**src/rtl/ctrl_pipeline.sv**
```systemverilog
// ctrl_pipeline: carries decoded control bits from Decode through the
// Execute, Memory and Writeback stages, inserts bubbles on stall, flush or
// taken branch, and keeps the architectural NZVC flag register.
// Optional macro CTRL_PIPE_PERF_EN adds the retiredCount and bubbleCount
// performance counters.
module ctrl_pipeline #(
  parameter int OPCODEWIDTH = 4
) (
  input  logic                   clk,
  input  logic                   rst_n,
  input  logic                   writeEnableDD,
  input  logic                   writeDataEnableMD,
  input  logic                   resultSelectorWBD,
  input  logic                   data2SelectorED,
  input  logic                   outFlagIOD,
  input  logic [2:0]             aluControlED,
  input  logic [OPCODEWIDTH-1:0] opcodeD,
  input  logic                   validD,
  input  logic                   stallD,
  input  logic                   flushE,
  input  logic                   takeBranchE,
  input  logic                   NE,
  input  logic                   ZE,
  input  logic                   VE,
  input  logic                   CE,
  output logic [2:0]             aluControlE,
  output logic                   data2SelectorE,
  output logic [OPCODEWIDTH-1:0] opcodeE,
  output logic                   validE,
  output logic                   writeDataEnableM,
  output logic                   validM,
  output logic                   writeEnableW,
  output logic                   resultSelectorW,
  output logic                   outFlagIOW,
  output logic                   validW,
  output logic                   NE2,
  output logic                   ZE2,
  output logic                   VE2,
  output logic                   CE2,
  output logic                   flushD
`ifdef CTRL_PIPE_PERF_EN
  ,
  output logic [31:0]            retiredCount,
  output logic [31:0]            bubbleCount
`endif
);

  logic bubbleE;
  logic writeEnableE, writeDataEnableE, resultSelectorE, outFlagIOE;
  logic writeEnableM, resultSelectorM, outFlagIOM;

  // Any of these turns the next Execute slot into a bubble; a stall that
  // coincides with a flush or branch still yields exactly one bubble.
  assign bubbleE = stallD | flushE | takeBranchE;

  // A taken branch squashes the younger instructions in Fetch/Decode.
  assign flushD = takeBranchE;

  // Execute stage: load Decode controls, or clear everything on a bubble.
  always_ff @(posedge clk or negedge rst_n) begin
    if (!rst_n) begin
      writeEnableE     <= 1'b0;
      writeDataEnableE <= 1'b0;
      resultSelectorE  <= 1'b0;
      outFlagIOE       <= 1'b0;
      data2SelectorE   <= 1'b0;
      aluControlE      <= '0;
      opcodeE          <= '0;
      validE           <= 1'b0;
    end else if (bubbleE) begin
      writeEnableE     <= 1'b0;
      writeDataEnableE <= 1'b0;
      resultSelectorE  <= 1'b0;
      outFlagIOE       <= 1'b0;
      data2SelectorE   <= 1'b0;
      aluControlE      <= '0;
      opcodeE          <= '0;
      validE           <= 1'b0;
    end else begin
      writeEnableE     <= writeEnableDD;
      writeDataEnableE <= writeDataEnableMD;
      resultSelectorE  <= resultSelectorWBD;
      outFlagIOE       <= outFlagIOD;
      data2SelectorE   <= data2SelectorED;
      aluControlE      <= aluControlED;
      opcodeE          <= opcodeD;
      validE           <= validD;
    end
  end

  // Memory and Writeback stages never stall; enables are gated by valid so
  // a non-valid slot can never write.
  always_ff @(posedge clk or negedge rst_n) begin
    if (!rst_n) begin
      writeEnableM     <= 1'b0;
      writeDataEnableM <= 1'b0;
      resultSelectorM  <= 1'b0;
      outFlagIOM       <= 1'b0;
      validM           <= 1'b0;
      writeEnableW     <= 1'b0;
      resultSelectorW  <= 1'b0;
      outFlagIOW       <= 1'b0;
      validW           <= 1'b0;
    end else begin
      writeEnableM     <= writeEnableE & validE;
      writeDataEnableM <= writeDataEnableE & validE;
      resultSelectorM  <= resultSelectorE;
      outFlagIOM       <= outFlagIOE;
      validM           <= validE;
      writeEnableW     <= writeEnableM & validM;
      resultSelectorW  <= resultSelectorM;
      outFlagIOW       <= outFlagIOM;
      validW           <= validM;
    end
  end

  // Flag register: captured from the Execute-stage ALU when that
  // instruction is real and writes; no bypass to the current cycle.
  always_ff @(posedge clk or negedge rst_n) begin
    if (!rst_n) begin
      {NE2, ZE2, VE2, CE2} <= 4'b0000;
    end else if (validE && writeEnableE) begin
      {NE2, ZE2, VE2, CE2} <= {NE, ZE, VE, CE};
    end
  end

`ifdef CTRL_PIPE_PERF_EN
  // Free-running performance counters; natural 32-bit wrap.
  always_ff @(posedge clk or negedge rst_n) begin
    if (!rst_n) begin
      retiredCount <= '0;
      bubbleCount  <= '0;
    end else begin
      if (validW)  retiredCount <= retiredCount + 32'd1;
      if (bubbleE) bubbleCount  <= bubbleCount + 32'd1;
    end
  end
`endif

endmodule

```
**config.mk**
```make
export PLATFORM = sky130hd
export DESIGN_NAME = ctrl_pipeline
export DESIGN_NICKNAME = d
export VERILOG_FILES = /design/src/rtl/ctrl_pipeline.sv
export SDC_FILE = /design/constraint.sdc
export NUM_CORES = 1
export LEC_CHECK = 0
export CORE_ASPECT_RATIO = 1.1
export CORE_MARGIN = 4
export CORE_UTILIZATION = 30
export DETAILED_ROUTE_END_ITERATION = 10
export PLACE_DENSITY_LB_ADDON = 0.08
export SETUP_SLACK_MARGIN = 0.4
export SKIP_CTS_REPAIR_TIMING = 1
export SYNTH_ARGS = -nofsm -noshare
export SYNTH_HDL_FRONTEND = slang
export SYNTH_SLANG_ARGS = --single-unit
```
**constraint.sdc**
```tcl
create_clock -name clk -period 2.8 [get_ports clk]
set_clock_uncertainty 0.05 [all_clocks]
set_input_delay 0.42 -clock clk [delete_from_list [all_inputs] [get_ports clk]]
set_output_delay 0.42 -clock clk [all_outputs]
set_load 0.05 [all_outputs]
```
; Word-level counts from Yosys, hierarchy flattened
; Index checks and enable logic that the tools add are counted.
[totals]
reg_bits = 26
word_cells = 35
[classes]
mux = 8
bitwise_logic = 5
n_reduce_logical = 1
[ops]
columns = cell, count
row1 = $mux W1, 6
row2 = $mux W4, 1
row3 = $and A1 B1 Y1, 3
row4 = $mux W3, 1
row5 = $or A1 B1 Y1, 2
row6 = $logic_and A1 B1 Y1, 1

; Longest topological paths before layout
; Gate-level depths: netlist (run 1).
[depth]
word_depth = 3
depth_mapped = 3

; Worst setup path after synthesis (run 1)
; Ideal clock, no wire load.
[synth_timing]
kind = reg2reg
start = register validE
end = register CE2
setup_time_ns = 0.125
arrival_time_ns = 1.148
required_time_ns = 2.625
slack_ns = 1.478
path_stages_with_launch = 3
n_path_buf = 0
period_less_slack_ns = 1.322
path_cell_list = dfrtp_1 nand2_1 mux2_2
[synth_between]
elab_chain_len = 1
[synth_rtl]
columns = item, line_no
row1 = "start, declared", 29  ; output logic validE,
row2 = "start signal, assigned", 87  ; validE <= validD;
row3 = $logic_and A1 B1 Y1, 122  ; end else if (validE && writeEnableE) begin
row4 = "end signal, assigned", 123  ; {NE2, ZE2, VE2, CE2} <= {NE, ZE, VE, CE};
row5 = "end, declared", 39  ; output logic CE2,
; Every way passes these cells.
; A chain may end at the register's enable or synchronous reset.

; Final worst setup path (run 1)
[layout_timing]
start = input port takeBranchE
end = output port flushD
[layout_lines]
columns = item, line_no
row1 = "start, declared", 21  ; input logic takeBranchE,
row2 = "end, declared", 40  ; output logic flushD
; No word-level cell between the ends.

==> results_dict.tcl, run 1 <==
set metrics [dict create \
    status "completed" \
    crit_path_top_delay_cell "sky130_fd_sc_hd__clkdlybuf4s50_1" \
    layout_commonest_cell "sky130_fd_sc_hd__clkdlybuf4s50_1" \
    layout_common_cells "sky130_fd_sc_hd__clkdlybuf4s50_1 (41), sky130_fd_sc_hd__dfrtp_1 (26), sky130_fd_sc_hd__and2_1 (12)" \
    worst_ir_drop_on_vdd_uv 313 \
    timing.critical_path.to_type "output pin" \
    min_from "resultSelectorM" \
    fmax_ghz 0.455 \
    cts_buffers 3 \
    routed_via_density 4.18 \
    post_synth_main_area_contributors "sky130_fd_sc_hd__dfrtp_1 (79%), sky130_fd_sc_hd__and2_1 (9.1%), sky130_fd_sc_hd__mux2_2 (5.5%)" \
    hold_ws_ps 314 \
    grt_start_max_net_pins 27 \
    worst-setup-path-type "input pin to output pin" \
    period_minus_slack_ps 2200 \
    pin_count 42 \
    combPwrFrac 0.174 \
    cp.required_ps 2330 \
    path_delay_family "buffers and inverters" \
    setup-tns-final_ps 0 \
    sw_frac_of_total 0.240 \
    setup_viol_count_final 0 \
    critPathMostFrequentCell "sky130_fd_sc_hd__clkdlybuf4s50_1" \
    yosys_register_bits 26 \
    floorplan.die.height_um 63.0 \
    critical_path.cell_chain "clkdlybuf4s50_1 -> clkdlybuf4s50_1" \
    syn_inst 50 \
    grtUsageTotal 0.0820 \
    drt_iter0_drc 2 \
    cts_tree "yes" \
    crit_path_max_fanout 2 \
    slew-limit-headroom 0.644 \
    areaGrowthSynthToFinish_pct 57.9 \
    clockPowerShare 0.253 \
    syn_avg_cell_area_um2 16.5 \
    multiInputGateArea_um2 156 \
    post-synth-top-area-cell "sky130_fd_sc_hd__dfrtp_1" \
    grt_overflow 0 \
    grt_setup_unrepaired "false" \
    synth_nets 72 \
    power.static_leakage_nw 0.604 \
    final_antenna_net_count 0 \
    clock-sinks 26 \
    cts.root.buffer_cell "sky130_fd_sc_hd__clkbuf_4" \
    ys.warnings.count 0 \
    insertion_delay_ps 300 \
    largest_register_ff_count 4 \
    setup.worst_path.start_class "input pin" \
    layout_cell_share_with_drive_strength_beyond_1 0.138 \
    finalWeightedCongestion 0.675 \
    worst_setup_hold_path_clk_slew_ps 120 \
    worst_hold_path_type "register to register" \
    power.density_cell_area_nw_per_um2 528 \
    cts_max_path_buffers 2 \
    port_buffers 41 \
    netSwitchingPower_mw 0.165 \
    layout_top_registers "opcodeE x4, aluControlE x3" \
    clock_tree.htree_level_count 1 \
    final_net_count 117 \
    timing_worst_slew_pin_value_ps 531 \
    detail_route.wirelength_um 1350 \
    detailroute.via_count 523 \
    regArea_um2 651 \
    p_seq_frac 0.573 \
    drt_first_pass_iters 3 \
    cp-startpoint "takeBranchE" \
    core_footprint_um2 2570 \
    yosys.area.top_type_share 0.788 \
    num_antenna_cells 0 \
    top_register "opcodeE" \
    wire_length_of_the_first_global_routing_pass_um 2350 \
    worstPathBufferInverterCount 2 \
    rows 19 \
    die_x_um 58.0 \
    synth_sequential_area_ratio 0.788 \
    first_global_vias 542 \
    cpPeakStageDelay_ps 810 \
    p_int_mw 0.523 \
    critPathArrivalTime_ps 1730 \
    final.fill_count 246 \
    antenna_found_initial 0 \
    routed_wire_length_per_instance_um 10.8 \
    worstReg2RegStart "validE" \
    report.final.hold_viol_count 0 \
    timing_max_transition_violations_final 0 \
    floorplan.die_area_um2 3660 \
    layout_worst_path_cycle_share 0.785 \
    synth_cell_types 8 \
    drc 0 \
    starting_utilization_of_the_core_area 0.322 \
    syn-cell-area_um2 826 \
    drv.max_cap_violation_count 0 \
]
## worst paths after layout
kind | end | slack, ps | cells after the start
setup / recovery | flushD | 600 | 2
hold / removal | resultSelectorW | 310 | 0
setup reg to reg | CE2 | 1670 | 2
hold reg to reg | resultSelectorW | 310 | 0
max in group asynchronous | aluControlE[0] | 2060 | 2
min in group asynchronous | resultSelectorW | 420 | 2
## cell families after synthesis
kind of cell           count (synthesis)  synth area share
flip-flops                            26             0.788
AND/OR/NAND/NOR                       17             0.135
multiplexers                           4            0.0545
buffers and inverters                  3            0.0227
## metrics by stage
step	instance area (um^2)	instances	total power, mW	worst slack (ps)	utilization
6_report	1300	125	0.689	602	0.508
5_1_grt	1300	125	0.723	569	0.508
4_1_cts	1300	125	0.703	602	0.508
3_5_place_dp	1270	121	0.524	609	0.494
3_3_place_gp	1270	121	0.523	606	0.494
2_1_floorplan	826	50	0.460	1480	-
## synth_stat cells
| cell | instances |
|---|---|
| sky130_fd_sc_hd__inv_1 | 1 |
| sky130_fd_sc_hd__mux2_2 | 4 |
| sky130_fd_sc_hd__and2_2 | 3 |
| sky130_fd_sc_hd__nor3_2 | 1 |
| sky130_fd_sc_hd__buf_4 | 2 |
| sky130_fd_sc_hd__and2_1 | 12 |
| sky130_fd_sc_hd__dfrtp_1 | 26 |
| sky130_fd_sc_hd__nand2_1 | 1 |
## power by group through the flow
stage / Clock [mW] / Sequential, mW / Combinational [mW]
finish: 0.174 / 0.395 / 0.120
global route: 0.199 / 0.397 / 0.127
CTS: 0.186 / 0.395 / 0.122
detailed placement: 0 / 0.402 / 0.122
global placement: 0 / 0.402 / 0.121
floorplan: 0 / 0.445 / 0.0155
## layer usage
metal  share of wire  wire [um]  vias to the layer above  track usage
met2            0.52        705                       31        0.150
met3            0.13        172                        0       0.0310
met1            0.35        469                      251       0.0837
met5               0          0                        -            0
li1                -          -                      241            -
met4               0          0                        0       0.0261
## area by class of cell
type | count | share of cell area
Timing Repair Buffer | 42 | 0.321
Sequential cell | 26 | 0.499
Clock buffer | 4 | 0.0278
Inverter | 1 | 0.00288
Multi-Input combinational cell | 21 | 0.120
Tap cell | 31 | 0.0298
No activity file was read; power rests on OpenSTA's default activity.
==> inputs of run 2 (changes only) <==
clock period = 2.1 ns   (was 2.8 ns; I/O delays follow)
==> results_dict.tcl, run 2 (synthesis gave the netlist of run 1 again) <==
set metrics [dict create \
    status "completed" \
    timing_worst_slew_pin_value_ps 532 \
    first_global_vias 508 \
    slew-limit-headroom 0.643 \
    worstReg2RegStart "validE" \
    starting_utilization_of_the_core_area 0.322 \
    rows 19 \
    antenna_found_initial 0 \
    detail_route.wirelength_um 1360 \
    insertion_delay_ps 300 \
    layout_top_registers "opcodeE x4, aluControlE x3" \
    grt_start_max_net_pins 27 \
    core_footprint_um2 2570 \
    detailedPlacementHpwl_um 1040 \
    finalWeightedCongestion 0.671 \
    port_buffers 41 \
    met2WireLength_um 647 \
    layout_cell_share_with_drive_strength_beyond_1 0.140 \
    floorplan.die.height_um 63.0 \
    cp.required_ps 1740 \
    hold_ws_ps 305 \
    grtUsageTotal 0.0797 \
    cp-startpoint "validE" \
    crit_path_top_delay_cell "sky130_fd_sc_hd__dlymetal6s2s_1" \
    setup.worst_path.start_class "register" \
    drc 0 \
    met1_length_um 530 \
    wire_length_of_the_first_global_routing_pass_um 2250 \
    detailroute.via_count 507 \
    timing_max_transition_violations_final 0 \
    finish.cell_count_without_fillers 124 \
    clock-sinks 26 \
    largest_register_ff_count 4 \
    cts.root.buffer_cell "sky130_fd_sc_hd__clkbuf_4" \
    routed_via_density 4.09 \
    worst_hold_path_type "input pin to asynchronous set/reset pin" \
    cts_max_path_buffers 2 \
    cts_buffers 3 \
    drt_iter0_drc 2 \
    critical_path.cell_chain "dlymetal6s2s_1" \
    floorplan.die_area_um2 3660 \
    layout_common_cells "sky130_fd_sc_hd__dfrtp_1 (26), sky130_fd_sc_hd__clkdlybuf4s50_1 (21), sky130_fd_sc_hd__dlymetal6s2s_1 (19)" \
    clock_tree.htree_level_count 1 \
    grt_setup_unrepaired "false" \
    timing.reg2reg.setup_slack_ps 980 \
    place.detailed.instances 121 \
    layout_commonest_cell "sky130_fd_sc_hd__dfrtp_1" \
    pin_count 42 \
    reg2reg_depth 2 \
    final_antenna_net_count 0 \
    report.final.hold_viol_count 0 \
    setup-tns-final_ps 0 \
    final_net_count 117 \
    layout_worst_path_cycle_share 0.711 \
    num_antenna_cells 0 \
    worst-setup-path-type "register to output pin" \
    power.density_cell_area_nw_per_um2 655 \
    cpPeakStageDelay_ps 440 \
    timing.critical_path.to_type "output pin" \
    critPathArrivalTime_ps 1130 \
    cts_tree "yes" \
    grt_overflow 0 \
    top_register "opcodeE" \
    worstReg2RegEnd "ZE2" \
    fmax_ghz 0.670 \
    period_minus_slack_ps 1490 \
    worst_setup_hold_path_clk_slew_ps 130 \
    drt_first_pass_iters 2 \
    routed_wire_length_per_instance_um 11.0 \
    worstPathBufferInverterCount 1 \
    setup_viol_count_final 0 \
    maxUsedRoutingLayer "met3" \
    crit_path_max_fanout 4 \
    worst_ir_drop_on_vdd_uv 349 \
    drv.max_cap_violation_count 0 \
    routed-wl-met3_um 180 \
    areaGrowthSynthToFinish_pct 63.2 \
    power.static_leakage_nw 0.905 \
    die_x_um 58.0 \
    path_delay_family "buffers and inverters" \
]
[run 2: cell count changes in the layout (fill, tap and decap cells not counted), sizes merged]
cell	before	now
clkdlybuf4s50	41	21
dlymetal6s2s	0	19
buf	1	2
clkbuf	4	3
[run 2: power by group]
group	switching (mW)	leakage, nW	internal [mW]
sequential	0.00574	0.349	0.519
combinational	0.0877	0.542	0.0736
clock	0.130	0.0138	0.0669
total	0.224	0.905	0.659
[run 2: how the worst max path moves through the flow]
stage                     slack, ps          endpoint  depth (start not counted)
after floorplan                 780               CE2                          2
after global placement          510            validE                          3
after detailed placement        500  writeDataEnableE                          3
after CTS                       190            validE                          1
after global routing            550            validE                          1
final                           610            validE                          1
[run 2: through the flow]
| step | total power [mW] | setup slack (ps) | utilization | cell area [um^2] |
|---|---|---|---|---|
| floorplan | 0.614 | 778 | - | 826 |
| detailed placement | 0.701 | 495 | 0.498 | 1280 |
| finish | 0.883 | 607 | 0.525 | 1350 |
| global placement | 0.700 | 513 | 0.498 | 1280 |
| CTS | 0.900 | 193 | 0.506 | 1300 |
| global route | 0.925 | 549 | 0.525 | 1350 |
[run 2: layout make-up]
type,count,area [um^2]
inverter,1,3.75
multi-input combinational,21,156
tap,31,38.8
fill,236,1220
sequential,26,651
clock buffer,3,22.5
timing repair buffer,42,475
[run 2: layer usage]
layer  global-route usage  up-vias
met1               0.0870      234
met5                    0        -
met3               0.0269        0
met2                0.137       31
li1                     -      242
met4               0.0348        0
==> inputs of run 3 (changes only) <==
clock period = 1.3 ns   (was 2.1 ns; I/O delays follow)
==> results_dict.tcl, run 3 (synthesis gave the netlist of run 1 again) <==
set metrics [dict create \
    timing.critical_path.to_type "register" \
    status "completed" \
    cts.root.buffer_cell "sky130_fd_sc_hd__clkbuf_4" \
    pin_count 42 \
    detailedPlacementHpwl_um 1180 \
    worst_setup_hold_path_clk_slew_ps 120 \
    floorplan.die.height_um 63.0 \
    power.density_cell_area_nw_per_um2 999 \
    slew-limit-headroom 0.892 \
    num_antenna_cells 0 \
    worst_hold_path_type "input pin to asynchronous set/reset pin" \
    worst_slack_ps 123 \
    clock-sinks 26 \
    cp.required_ps 1450 \
    detail_route.wirelength_um 1430 \
    postLayoutCellArea_um2 1580 \
    cts_max_path_buffers 2 \
    insertion_delay_ps 300 \
    wire_length_of_the_first_global_routing_pass_um 2340 \
    areaGrowthSynthToFinish_pct 90.8 \
    layout_top_registers "opcodeE x4, aluControlE x3" \
    drv.max_cap_violation_count 0 \
    power.static_leakage_nw 0.777 \
    cts_tree "yes" \
    final_net_count 121 \
    timing_max_transition_violations_final 0 \
    drt_iter0_drc 2 \
    largest_register_ff_count 4 \
    grt_overflow 0 \
    fmax_ghz 0.850 \
    detailroute.via_count 537 \
    floorplan.die_area_um2 3660 \
    routed_via_density 4.16 \
    period_minus_slack_ps 1180 \
    core_footprint_um2 2570 \
    final.fill_count 198 \
    top_register "opcodeE" \
    report.final.hold_viol_count 0 \
    starting_utilization_of_the_core_area 0.322 \
    drt_first_pass_iters 2 \
    routed_wire_length_per_instance_um 11.1 \
    setup_viol_count_final 0 \
    grtUsageTotal 0.0828 \
    critPathArrivalTime_ps 1330 \
    drc 0 \
    rows 19 \
    setup.worst_path.start_class "register" \
    crit_path_max_fanout 5 \
    port_buffers 41 \
    layout_cell_share_with_drive_strength_beyond_1 0.408 \
    post-place-ws_ps -138 \
    die_x_um 58.0 \
    hold_ws_ps 179 \
    worst_ir_drop_on_vdd_uv 663 \
    layout_worst_path_cycle_share 0.905 \
    final_antenna_net_count 0 \
    finalWeightedCongestion 0.649 \
    antenna_found_initial 0 \
    grt_setup_unrepaired "true" \
    finalPower_mw 1.57 \
    finish.utilization 0.614 \
    layout_commonest_cell "sky130_fd_sc_hd__dfrtp_1" \
    first_global_vias 586 \
    layout_common_cells "sky130_fd_sc_hd__dfrtp_1 (24), sky130_fd_sc_hd__buf_12 (21), sky130_fd_sc_hd__clkdlybuf4s50_1 (18)" \
    timing_worst_slew_pin_value_ps 161 \
    grt_start_max_net_pins 27 \
    dpl_cell_area_um2 1500 \
    clock_tree.htree_level_count 1 \
    worst-setup-path-type "register to register" \
    cts_buffers 3 \
]
[run 3: cell types whose count changed in the layout (fill, tap and decap cells not counted), sizes merged]
cell	before	now
buf	2	25
dlymetal6s2s	19	3
clkbuf	3	4
clkdlybuf4s50	21	18
[run 3: final cells by class]
| cell class | count | area [um^2] | share of cell area |
|---|---|---|---|
| Inverter | 1 | 3.75 | 0.00238 |
| Tap cell | 31 | 38.8 | 0.0246 |
| Timing Repair Buffer | 46 | 669 | 0.425 |
| Sequential cell | 26 | 653 | 0.415 |
| Multi-Input combinational cell | 21 | 174 | 0.110 |
| Clock buffer | 4 | 36.3 | 0.0230 |
[run 3: through the flow]
stage,instances,setup TNS (ps)
after floorplan,50,0
after global placement,122,-735
after detailed placement,122,-1540
after CTS,126,0
after global routing,129,0
final,129,0
[run 3: worst paths after layout]
| check | start | to | slack, ps | cells past startpoint |
|---|---|---|---|---|
| worst max-delay path | validE | VE2 | 120 | 3 |
| worst min-delay path | rst_n | NE2 | 180 | 2 |
| worst max register to register | validE | VE2 | 120 | 3 |
| worst min register to register | resultSelectorE | resultSelectorM | 310 | 0 |
| max in group asynchronous | rst_n | validM | 870 | 2 |
| min in group clk | resultSelectorE | resultSelectorM | 310 | 0 |
[run 3: critical path, stage by stage (launching register included)]
cell	delay [ps]
sky130_fd_sc_hd__dfrtp_2	460
sky130_fd_sc_hd__buf_4	150
sky130_fd_sc_hd__nand2_4	80
sky130_fd_sc_hd__mux2_2	330
[run 3: power by group]
group / switching (mW) / total (mW) / internal (mW) / leakage (nW)
sequential: 0.0268 / 0.866 / 0.839 / 0.346
combinational: 0.145 / 0.333 / 0.188 / 0.410
clock: 0.204 / 0.375 / 0.171 / 0.0210
total: 0.376 / 1.57 / 1.20 / 0.777
[run 3: layer usage]
| metal | global-route usage | part of all wire | vias to the layer above |
|---|---|---|---|
| li1 | - | - | 250 |
| met1 | 0.0756 | 0.33 | 256 |
| met2 | 0.160 | 0.54 | 31 |
| met3 | 0.0269 | 0.13 | 0 |
| met4 | 0.0348 | 0 | 0 |
| met5 | 0 | 0 | - |
